[src/rtl/bram_port_master.sv]
// bram_port_master: initiator for one port of a read-first block RAM with
// 1-cycle read latency. Requests pass straight through to the RAM pins; read
// data is captured one cycle after issue into a small circular response FIFO.
// Issue is credit-gated so that every in-flight read always has a FIFO slot.
// Optional feature: define BRAM_PORT_MASTER_WRBACK_EN to make every accepted
// write also return the pre-write (read-first) word as a response.
module bram_port_master #(
   parameter int SIZE      = 1024,
   parameter int WIDTH     = 256,
   parameter int RSP_DEPTH = 4
) (
   input  logic                    clk,
   input  logic                    rst_n,
   input  logic                    req_valid,
   output logic                    req_ready,
   input  logic                    req_we,
   input  logic [$clog2(SIZE)-1:0] req_addr,
   input  logic [WIDTH-1:0]        req_wdata,
   output logic                    rsp_valid,
   input  logic                    rsp_ready,
   output logic [WIDTH-1:0]        rsp_rdata,
   output logic                    ram_en,
   output logic                    ram_we,
   output logic [$clog2(SIZE)-1:0] ram_addr,
   output logic [WIDTH-1:0]        ram_di,
   input  logic [WIDTH-1:0]        ram_do
);

   localparam int PW  = $clog2(RSP_DEPTH);
   localparam int CW  = $clog2(RSP_DEPTH + 1);
   localparam int CW1 = CW + 1;

   logic             rd_pending_q, rd_pending_d;
   logic [PW-1:0]    wr_ptr_q, wr_ptr_d;
   logic [PW-1:0]    rd_ptr_q, rd_ptr_d;
   logic [CW-1:0]    count_q, count_d;
   logic [WIDTH-1:0] mem_q [RSP_DEPTH];
   logic [WIDTH-1:0] mem_d [RSP_DEPTH];

   logic             push;
   logic             pop;
   logic             captures;
   logic [CW:0]      occ;
   logic [CW:0]      occ_after_pop;

   // Circular pointer advance; depth need not be a power of two.
   function automatic logic [PW-1:0] ptr_inc(input logic [PW-1:0] p);
      return (p == PW'(RSP_DEPTH - 1)) ? '0 : p + PW'(1);
   endfunction

   // Credit check, RAM pin pass-through and response head presentation.
   always_comb begin
      rsp_valid     = (count_q != '0);
      pop           = rsp_valid & rsp_ready;
      push          = rd_pending_q;
      occ           = {1'b0, count_q} + {{CW{1'b0}}, rd_pending_q};
      // A slot freed by this cycle's pop may be reused by this cycle's issue.
      occ_after_pop = occ - {{CW{1'b0}}, pop};
      req_ready     = rst_n & (occ_after_pop < CW1'(RSP_DEPTH));
      ram_en        = req_valid & req_ready;
      ram_we        = req_we & ram_en;
      ram_addr      = req_addr;
      ram_di        = req_wdata;
`ifdef BRAM_PORT_MASTER_WRBACK_EN
      captures      = ram_en;
`else
      captures      = ram_en & ~req_we;
`endif
      // Gated so the output reads zero whenever nothing is buffered.
      rsp_rdata     = rsp_valid ? mem_q[rd_ptr_q] : '0;
   end

   // FIFO next state: unconditional capture of ram_do the cycle after issue.
   always_comb begin
      rd_pending_d = captures;
      wr_ptr_d     = wr_ptr_q;
      rd_ptr_d     = rd_ptr_q;
      count_d      = count_q;
      mem_d        = mem_q;
      if (push) begin
         mem_d[wr_ptr_q] = ram_do;
         wr_ptr_d        = ptr_inc(wr_ptr_q);
      end
      if (pop) begin
         rd_ptr_d = ptr_inc(rd_ptr_q);
      end
      case ({push, pop})
         2'b10:   count_d = count_q + CW'(1);
         2'b01:   count_d = count_q - CW'(1);
         default: count_d = count_q;
      endcase
   end

   // Control state; reset discards any in-flight read and buffered data.
   always_ff @(posedge clk or negedge rst_n) begin
      if (!rst_n) begin
         rd_pending_q <= 1'b0;
         wr_ptr_q     <= '0;
         rd_ptr_q     <= '0;
         count_q      <= '0;
      end else begin
         rd_pending_q <= rd_pending_d;
         wr_ptr_q     <= wr_ptr_d;
         rd_ptr_q     <= rd_ptr_d;
         count_q      <= count_d;
      end
   end

   // FIFO storage; contents are only observable through a valid head.
   always_ff @(posedge clk) begin
      mem_q <= mem_d;
   end

   // Credit gating must make a push into a full FIFO impossible.
   fifo_no_overflow: assert property (@(posedge clk) disable iff (!rst_n)
      !(push && !pop && (count_q == CW'(RSP_DEPTH))));

endmodule

[config.mk]
export PLATFORM = sky130hd
export DESIGN_NAME = bram_port_master
export DESIGN_NICKNAME = d
export VERILOG_FILES = /design/src/rtl/bram_port_master.sv
export SDC_FILE = /design/constraint.sdc
export NUM_CORES = 1
export LEC_CHECK = 0
export BUFFER_PORTS_ARGS = -buffer_cell sky130_fd_sc_hd__buf_2
export CAP_MARGIN = 25
export CORE_AREA = 2 2 413 415
export CTS_BUF_LIST = sky130_fd_sc_hd__clkbuf_4 sky130_fd_sc_hd__clkbuf_8 sky130_fd_sc_hd__clkbuf_16
export DETAILED_ROUTE_END_ITERATION = 7
export DIE_AREA = 0 0 415 417
export PLACE_DENSITY = 0.44
export SYNTH_ARGS = -nofsm -noshare
export SYNTH_HDL_FRONTEND = slang
export SYNTH_SLANG_ARGS = --single-unit
export TNS_END_PERCENT = 100
[constraint.sdc]
create_clock -name clk -period 9.75 [get_ports clk]
set_clock_uncertainty 0.2 [all_clocks]
set_input_delay 1.95 -clock clk [delete_from_list [all_inputs] [get_ports clk]]
set_output_delay 1.95 -clock clk [all_outputs]
set_load 0.03 [all_outputs]
==> results.json, run 1 <==
{
  "cts_buffers": 114,
  "required_ps": 7600,
  "place_ws_ps": 3870,
  "clk_transition_reported_paths_ps": 60,
  "tightestPinTransition_ps": 1120,
  "synth_area_mm2": 0.0413,
  "synth_nets": 2481,
  "post_cts_buffers": 0,
  "drc": 0,
  "worst_slack_ps": 3730,
  "hold_viol_final": 0,
  "route.met2.wl_um": 77200,
  "final_cell_mix": "edfxtp_1 (1024), buf_2 (520), mux4_2 (256), and2_1 (256), clkbuf_16 (114)",
  "crit_path_cell_trace": "buf_12 > buf_12 > mux4_2 > and2_1 > buf_2",
  "p_leak_nw": 15.7,
  "postCtsHoldBufs": 0,
  "track_usage": 0.168,
  "synth-seq-area-share": 0.750,
  "min_period_ps": 6020,
  "synth_cells": 1946,
  "dieWidth_um": 415,
  "r2r-end": "mem_q[637]",
  "topRoutingLayerUsed": "met5",
  "setup_viol": 0,
  "num_rows": 151,
  "cp_slowest_cell": "dfrtp_4",
  "worstSetupPathType": "reg -> out",
  "fmax_mhz": 166,
  "drv_slew": 0,
  "synth_cell_type_count": 33,
  "dieArea_mm2": 0.173,
  "met1_length_um": 37500,
  "io_pins": 1053,
  "clkSinkCount": 1032,
  "overflow": 0,
  "hp-class": "reg -> reg",
  "fin_crit_sh": 0.617,
  "avgRoutedWirePerCell_um": 32.7,
  "hold_depth": 1,
  "powerDensity_mw_per_mm2": 303,
  "rr_startpoint": "push",
  "ys_warn_count": 0,
  "start_kind": "register",
  "slew_headroom": 0.251,
  "holdCritStartpoint": "count_q[0]",
  "first_global_vias": 21004,
  "drt_wl_total_um": 149000,
  "synth_seq_cells": 1032,
  "clock_latency_ps": 720,
  "initial_core_util": 0.245,
  "h-tree-depth": 3,
  "critPathMaxFanout": 74,
  "rsz0062_at_grt": "no",
  "cts_resized": 0,
  "port_buffers": 520,
  "core_mm2": 0.169,
  "drive_gt1_frac": 0.421,
  "vias": 19889,
  "final_antenna_net_count": 0,
  "ff2ff_path_depth": 3,
  "hold_path_end": "count_q[0]",
  "ir_worst_vdd_mv": 0.193,
  "cts_root_buffer": "clkbuf_16",
  "drt_pass1_iterations": 5,
  "dr.first_iter.drc_count": 1261,
  "fin_nets": 2786,
  "cp.arrival_ps": 3870,
  "area_delta_synth_final_pct": 16.4,
  "gp_congestion": 0.896,
  "hpwl_um": 110000,
  "setup_tns_ps": 0,
  "tritoncts": "done",
  "worst_setup_path_end_kind": "primary output",
  "crit_path_frequent_cell": "buf_12",
  "dr_wl_met3_um": 26500,
  "grt_max_degree": 112,
  "dieHeight_um": 417,
  "reg2reg_setup_slack_ps": 5910,
  "status": "complete, no violations",
  "cap_viol_max_count": 0,
  "post-route-util": 0.285,
  "grt_pass1_wl_um": 196000,
  "antenna_found_initial": 71,
  "synth.avg_cell_area_um2": 21.2,
  "layout_commonest_cell": "edfxtp_1",
  "vias_per_cell": 4.37,
  "clockBufferDepth": 3,
  "cpPeakStageDelay_ps": 880
}
[cells by family after synthesis]
group,synth area share
AO/OA/AOI/OAI,0.00179
XOR/XNOR,0.000849
adder cells (fa/ha/maj),0.00261
buffers and inverters,0.0624
flip-flops,0.750
multiplexers,0.140
AND/OR/NAND/NOR,0.0418
[report_power, final]
group	internal (mW)	switching, mW
Clock	2.41	1.76
Combinational	1.85	3.33
Sequential	5.07	0.134
Total	9.33	5.23
[synthesized netlist by cell type]
| master | n | share of area |
|---|---|---|
| and2_1 | 260 | 0.039 |
| nand4b_1 | 1 | 0.00021 |
| o31a_1 | 1 | 0.00021 |
| nor2_1 | 1 | 0.000091 |
| mux2_2 | 1 | 0.00027 |
| clkbuf_1 | 30 | 0.0027 |
| nand3b_1 | 1 | 0.00018 |
| mux2i_1 | 2 | 0.00049 |
| nand3_2 | 1 | 0.00024 |
| ha_1 | 7 | 0.0021 |
| edfxtp_1 | 1024 | 0.75 |
| nor3_1 | 1 | 0.00012 |
| mux4_2 | 256 | 0.14 |
| clkbuf_2 | 1 | 0.00012 |
| nor4b_1 | 2 | 0.00042 |
| fa_1 | 1 | 0.00049 |
| buf_2 | 30 | 0.0036 |
| nor2b_1 | 2 | 0.00030 |
| o221ai_1 | 1 | 0.00021 |
| nand2b_1 | 1 | 0.00015 |
| dfrtp_1 | 8 | 0.0049 |
| a21boi_0 | 1 | 0.00018 |
| xor2_1 | 1 | 0.00021 |
| nand2_1 | 5 | 0.00045 |
| buf_4 | 266 | 0.048 |
| inv_1 | 5 | 0.00045 |
| a21o_1 | 1 | 0.00018 |
| a21oi_1 | 2 | 0.00024 |
| xnor2_1 | 3 | 0.00064 |
| or2_2 | 1 | 0.00015 |
| o31ai_4 | 1 | 0.00052 |
| buf_6 | 26 | 0.0071 |
| o21ai_0 | 2 | 0.00024 |
[how the worst max path moves through the flow]
stage           startpoint        endpoint  slack [ps]  cells past startpoint
4_1_cts        rd_ptr_q[0]  rsp_rdata[196]        3530                      5
6_report       rd_ptr_q[0]  rsp_rdata[191]        3730                      5
5_1_grt        rd_ptr_q[0]  rsp_rdata[196]        3380                      5
3_3_place_gp     rsp_ready          ram_we        3840                      8
2_1_floorplan         push     mem_q[1000]        2450                      2
3_5_place_dp     rsp_ready          ram_en        3870                      8
[flip-flops by register name, summed over array words and instances (netlist names)]
register  flops
wr_ptr_q      2
rd_ptr_q      2
push          1
count_q       3
mem_q      1024
[critical path, delay by kind of cell, from the launching register on]
kind / cells / cell delay (ps)
muxes: 1 / 600
buffers and inverters: 3 / 1180
and+or+nand+nor: 1 / 200
DFF: 1 / 880
[per-stage QoR]
stage               cells  cell area, um2  hold slack (ps)  total power, mW
global placement     4353           44400              377             10.6
floorplan            1946           41300              337             9.14
detailed placement   4353           44400              375             10.6
global route         4551           48000              416             15.1
finish               4556           48000              381             14.6
CTS                  4549           48000              390             14.8
[routing by layer]
metal / vias up / global-route usage
met3: 385 / 0.137
met5: - / 0.00806
met4: 64 / 0.0739
met2: 1153 / 0.300
met1: 10237 / 0.126
li1: 8050 / -
[layout make-up]
cell class              count  area, um2
multi-input cells         556       7750
inverters                   5       18.8
clock inverters            61        639
repair buffers            542       2870
fillers                 16703     120000
diodes                      7       17.5
flip-flops and latches   1032      31000
well taps                2218       2780
clock buffers             135       3010
Note: power is estimated with default switching activity, not from simulation.
==> inputs of run 2 (changes only) <==
Settings changed: CORE_AREA 2 2 413 415 to 2 2 409 411, DIE_AREA 0 0 415 417 to 0 0 411 413, PLACE_DENSITY 0.44 to 0.46.
Clock period 9.75 ns to 5.3 ns, I/O delays scaled along.
==> run 2 against run 1 <==
  * Global-route usage up 1.6 points
  * Sequential cell count is the same
  * Die area fell by 1.9%
  * Non-clock buffer count rose by 27
  * Design area rose by 0.79%
  * Worst setup slack got worse by 2800 ps
  * Critical endpoint is now rsp_rdata[180]
==> results.json, run 2 (synthesis gave the netlist of run 1 again) <==
{
  "hold_viol_final": 0,
  "cp.arrival_ps": 3140,
  "core_mm2": 0.166,
  "start_kind": "register",
  "critical_path.top_delay_family": "flip-flops",
  "antenna_found_initial": 86,
  "tritoncts": "done",
  "power_frac_comb": 0.363,
  "p_switching_mw": 9.89,
  "final_antenna_net_count": 0,
  "p_leak_nw": 15.9,
  "rsz0062_at_grt": "no",
  "drv_slew": 0,
  "grt.met2_usage": 0.312,
  "required_ps": 4040,
  "critPathMaxFanout": 27,
  "port_buffers": 520,
  "initial_core_util": 0.249,
  "setup_tns_ps": 0,
  "drive_gt1_frac": 0.431,
  "cts_buffers": 112,
  "ir_worst_vdd_mv": 0.328,
  "drt_pass1_iterations": 4,
  "dieArea_mm2": 0.170,
  "reg_top3": "mem_q x1024, count_q x3",
  "drt_wl_total_um": 160000,
  "powerDensity_mw_per_mm2": 562,
  "top_register": "mem_q",
  "dieHeight_um": 413,
  "p_sw_frac": 0.364,
  "vias_per_cell": 4.38,
  "h-tree-depth": 3,
  "cts_root_buffer": "clkbuf_16",
  "use_met3": 0.172,
  "clkSinkCount": 1032,
  "post_cts_buffers": 0,
  "p_total_mw": 27.2,
  "p_int_mw": 17.3,
  "tightestPinTransition_ps": 944,
  "crit_path_cell_trace": "buf_4 > mux4_2 > and2_1 > buf_2",
  "layout_commonest_cell": "edfxtp_1",
  "drc": 0,
  "avgRoutedWirePerCell_um": 35.0,
  "worst_setup_path_end_kind": "primary output",
  "hpwl_um": 125000,
  "seqPwrFrac": 0.352,
  "clock_latency_ps": 720,
  "post-route-util": 0.292,
  "fin_crit_sh": 0.830,
  "hp-class": "in -> reg",
  "track_usage": 0.183,
  "cp_slowest_cell": "dfrtp_4",
  "cap_viol_max_count": 0,
  "critPathBufInv": 2,
  "grt_pass1_wl_um": 207000,
  "cts_resized": 0,
  "num_rows": 150,
  "postCtsHoldBufs": 1,
  "worstSetupPathType": "reg -> out",
  "cpPeakStageDelay_ps": 850,
  "final_cell_mix": "edfxtp_1 (1024), buf_2 (520), mux4_2 (256), and2_1 (256), clkbuf_16 (112)",
  "status": "complete, no violations",
  "fin_nets": 2811,
  "area_delta_synth_final_pct": 17.3,
  "dieWidth_um": 411,
  "overflow": 0,
  "first_global_vias": 21067,
  "io_pins": 1053,
  "clk_transition_reported_paths_ps": 70,
  "fmax_mhz": 227,
  "vias": 20067,
  "slew_headroom": 0.371,
  "nFillCells": 16375,
  "grt-busiest-layer": "met2",
  "dr.first_iter.drc_count": 1249,
  "min_period_ps": 4400,
  "clockBufferDepth": 3,
  "largest_reg_flops": 1024,
  "setup_viol": 0,
  "grt_max_degree": 90,
  "power.clock.fraction": 0.285,
  "grtUsageMet1": 0.142,
  "gp_congestion": 0.951
}
==> run 2: cell types whose count changed in the layout (fill, tap and decap cells not counted), sizes merged <==
cell and delta:
buf +26, clkinv +10, diode +5, inv +3, clkinvlp -2, bufinv +1
dlygate4sd3 +1
==> run 2: final timing paths <==
check / from / end / slack (ps) / cells past startpoint
setup reg to reg: push / mem_q[266] / 2590 / 2
setup / recovery: rd_ptr_q[0] / rsp_rdata[180] / 900 / 4
hold reg to reg: count_q[0] / count_q[0] / 400 / 1
hold / removal: ram_do[146] / mem_q[914] / 290 / 1
max in group asynchronous: rst_n / wr_ptr_q[0] / 4140 / 2
min in group asynchronous: rst_n / rd_ptr_q[1] / 520 / 2
==> run 2: layout make-up <==
cell class	count	area (um2)	share of cell area
flip-flops and latches	1032	31000	0.639
multi-input cells	556	7750	0.160
repair buffers	569	3190	0.0658
clock buffers	135	2980	0.0615
well taps	2204	2760	0.0570
clock inverters	73	741	0.0153
diodes	12	30.0	0.000620
inverters	5	18.8	0.000388
==> run 2: through the flow <==
step / hold WS [ps] / worst slack (ps) / area [um2] / instances
floorplan: 337 / 843 / 41300 / 1946
global placement: 379 / 1150 / 44700 / 4365
detailed placement: 373 / 1170 / 44700 / 4365
CTS: 220 / 666 / 48400 / 4574
global route: 240 / 626 / 48400 / 4576
finish: 293 / 900 / 48400 / 4586
==> run 2: power groups by stage <==
| stage | sequential, mW | combinational, mW | clock, mW |
|---|---|---|---|
| global route | 9.60 | 10.4 | 8.30 |
| floorplan | 9.59 | 7.17 | 0 |
| finish | 9.56 | 9.87 | 7.76 |
| detailed placement | 9.76 | 10.1 | 0 |
| CTS | 9.58 | 10.1 | 7.99 |
| global placement | 9.73 | 10.1 | 0 |
==> run 2: metal layers <==
metal	vias up	wire (um)
met2	1214	79300
li1	8131	-
met4	76	6630
met1	10301	41200
met3	345	32600
met5	-	570
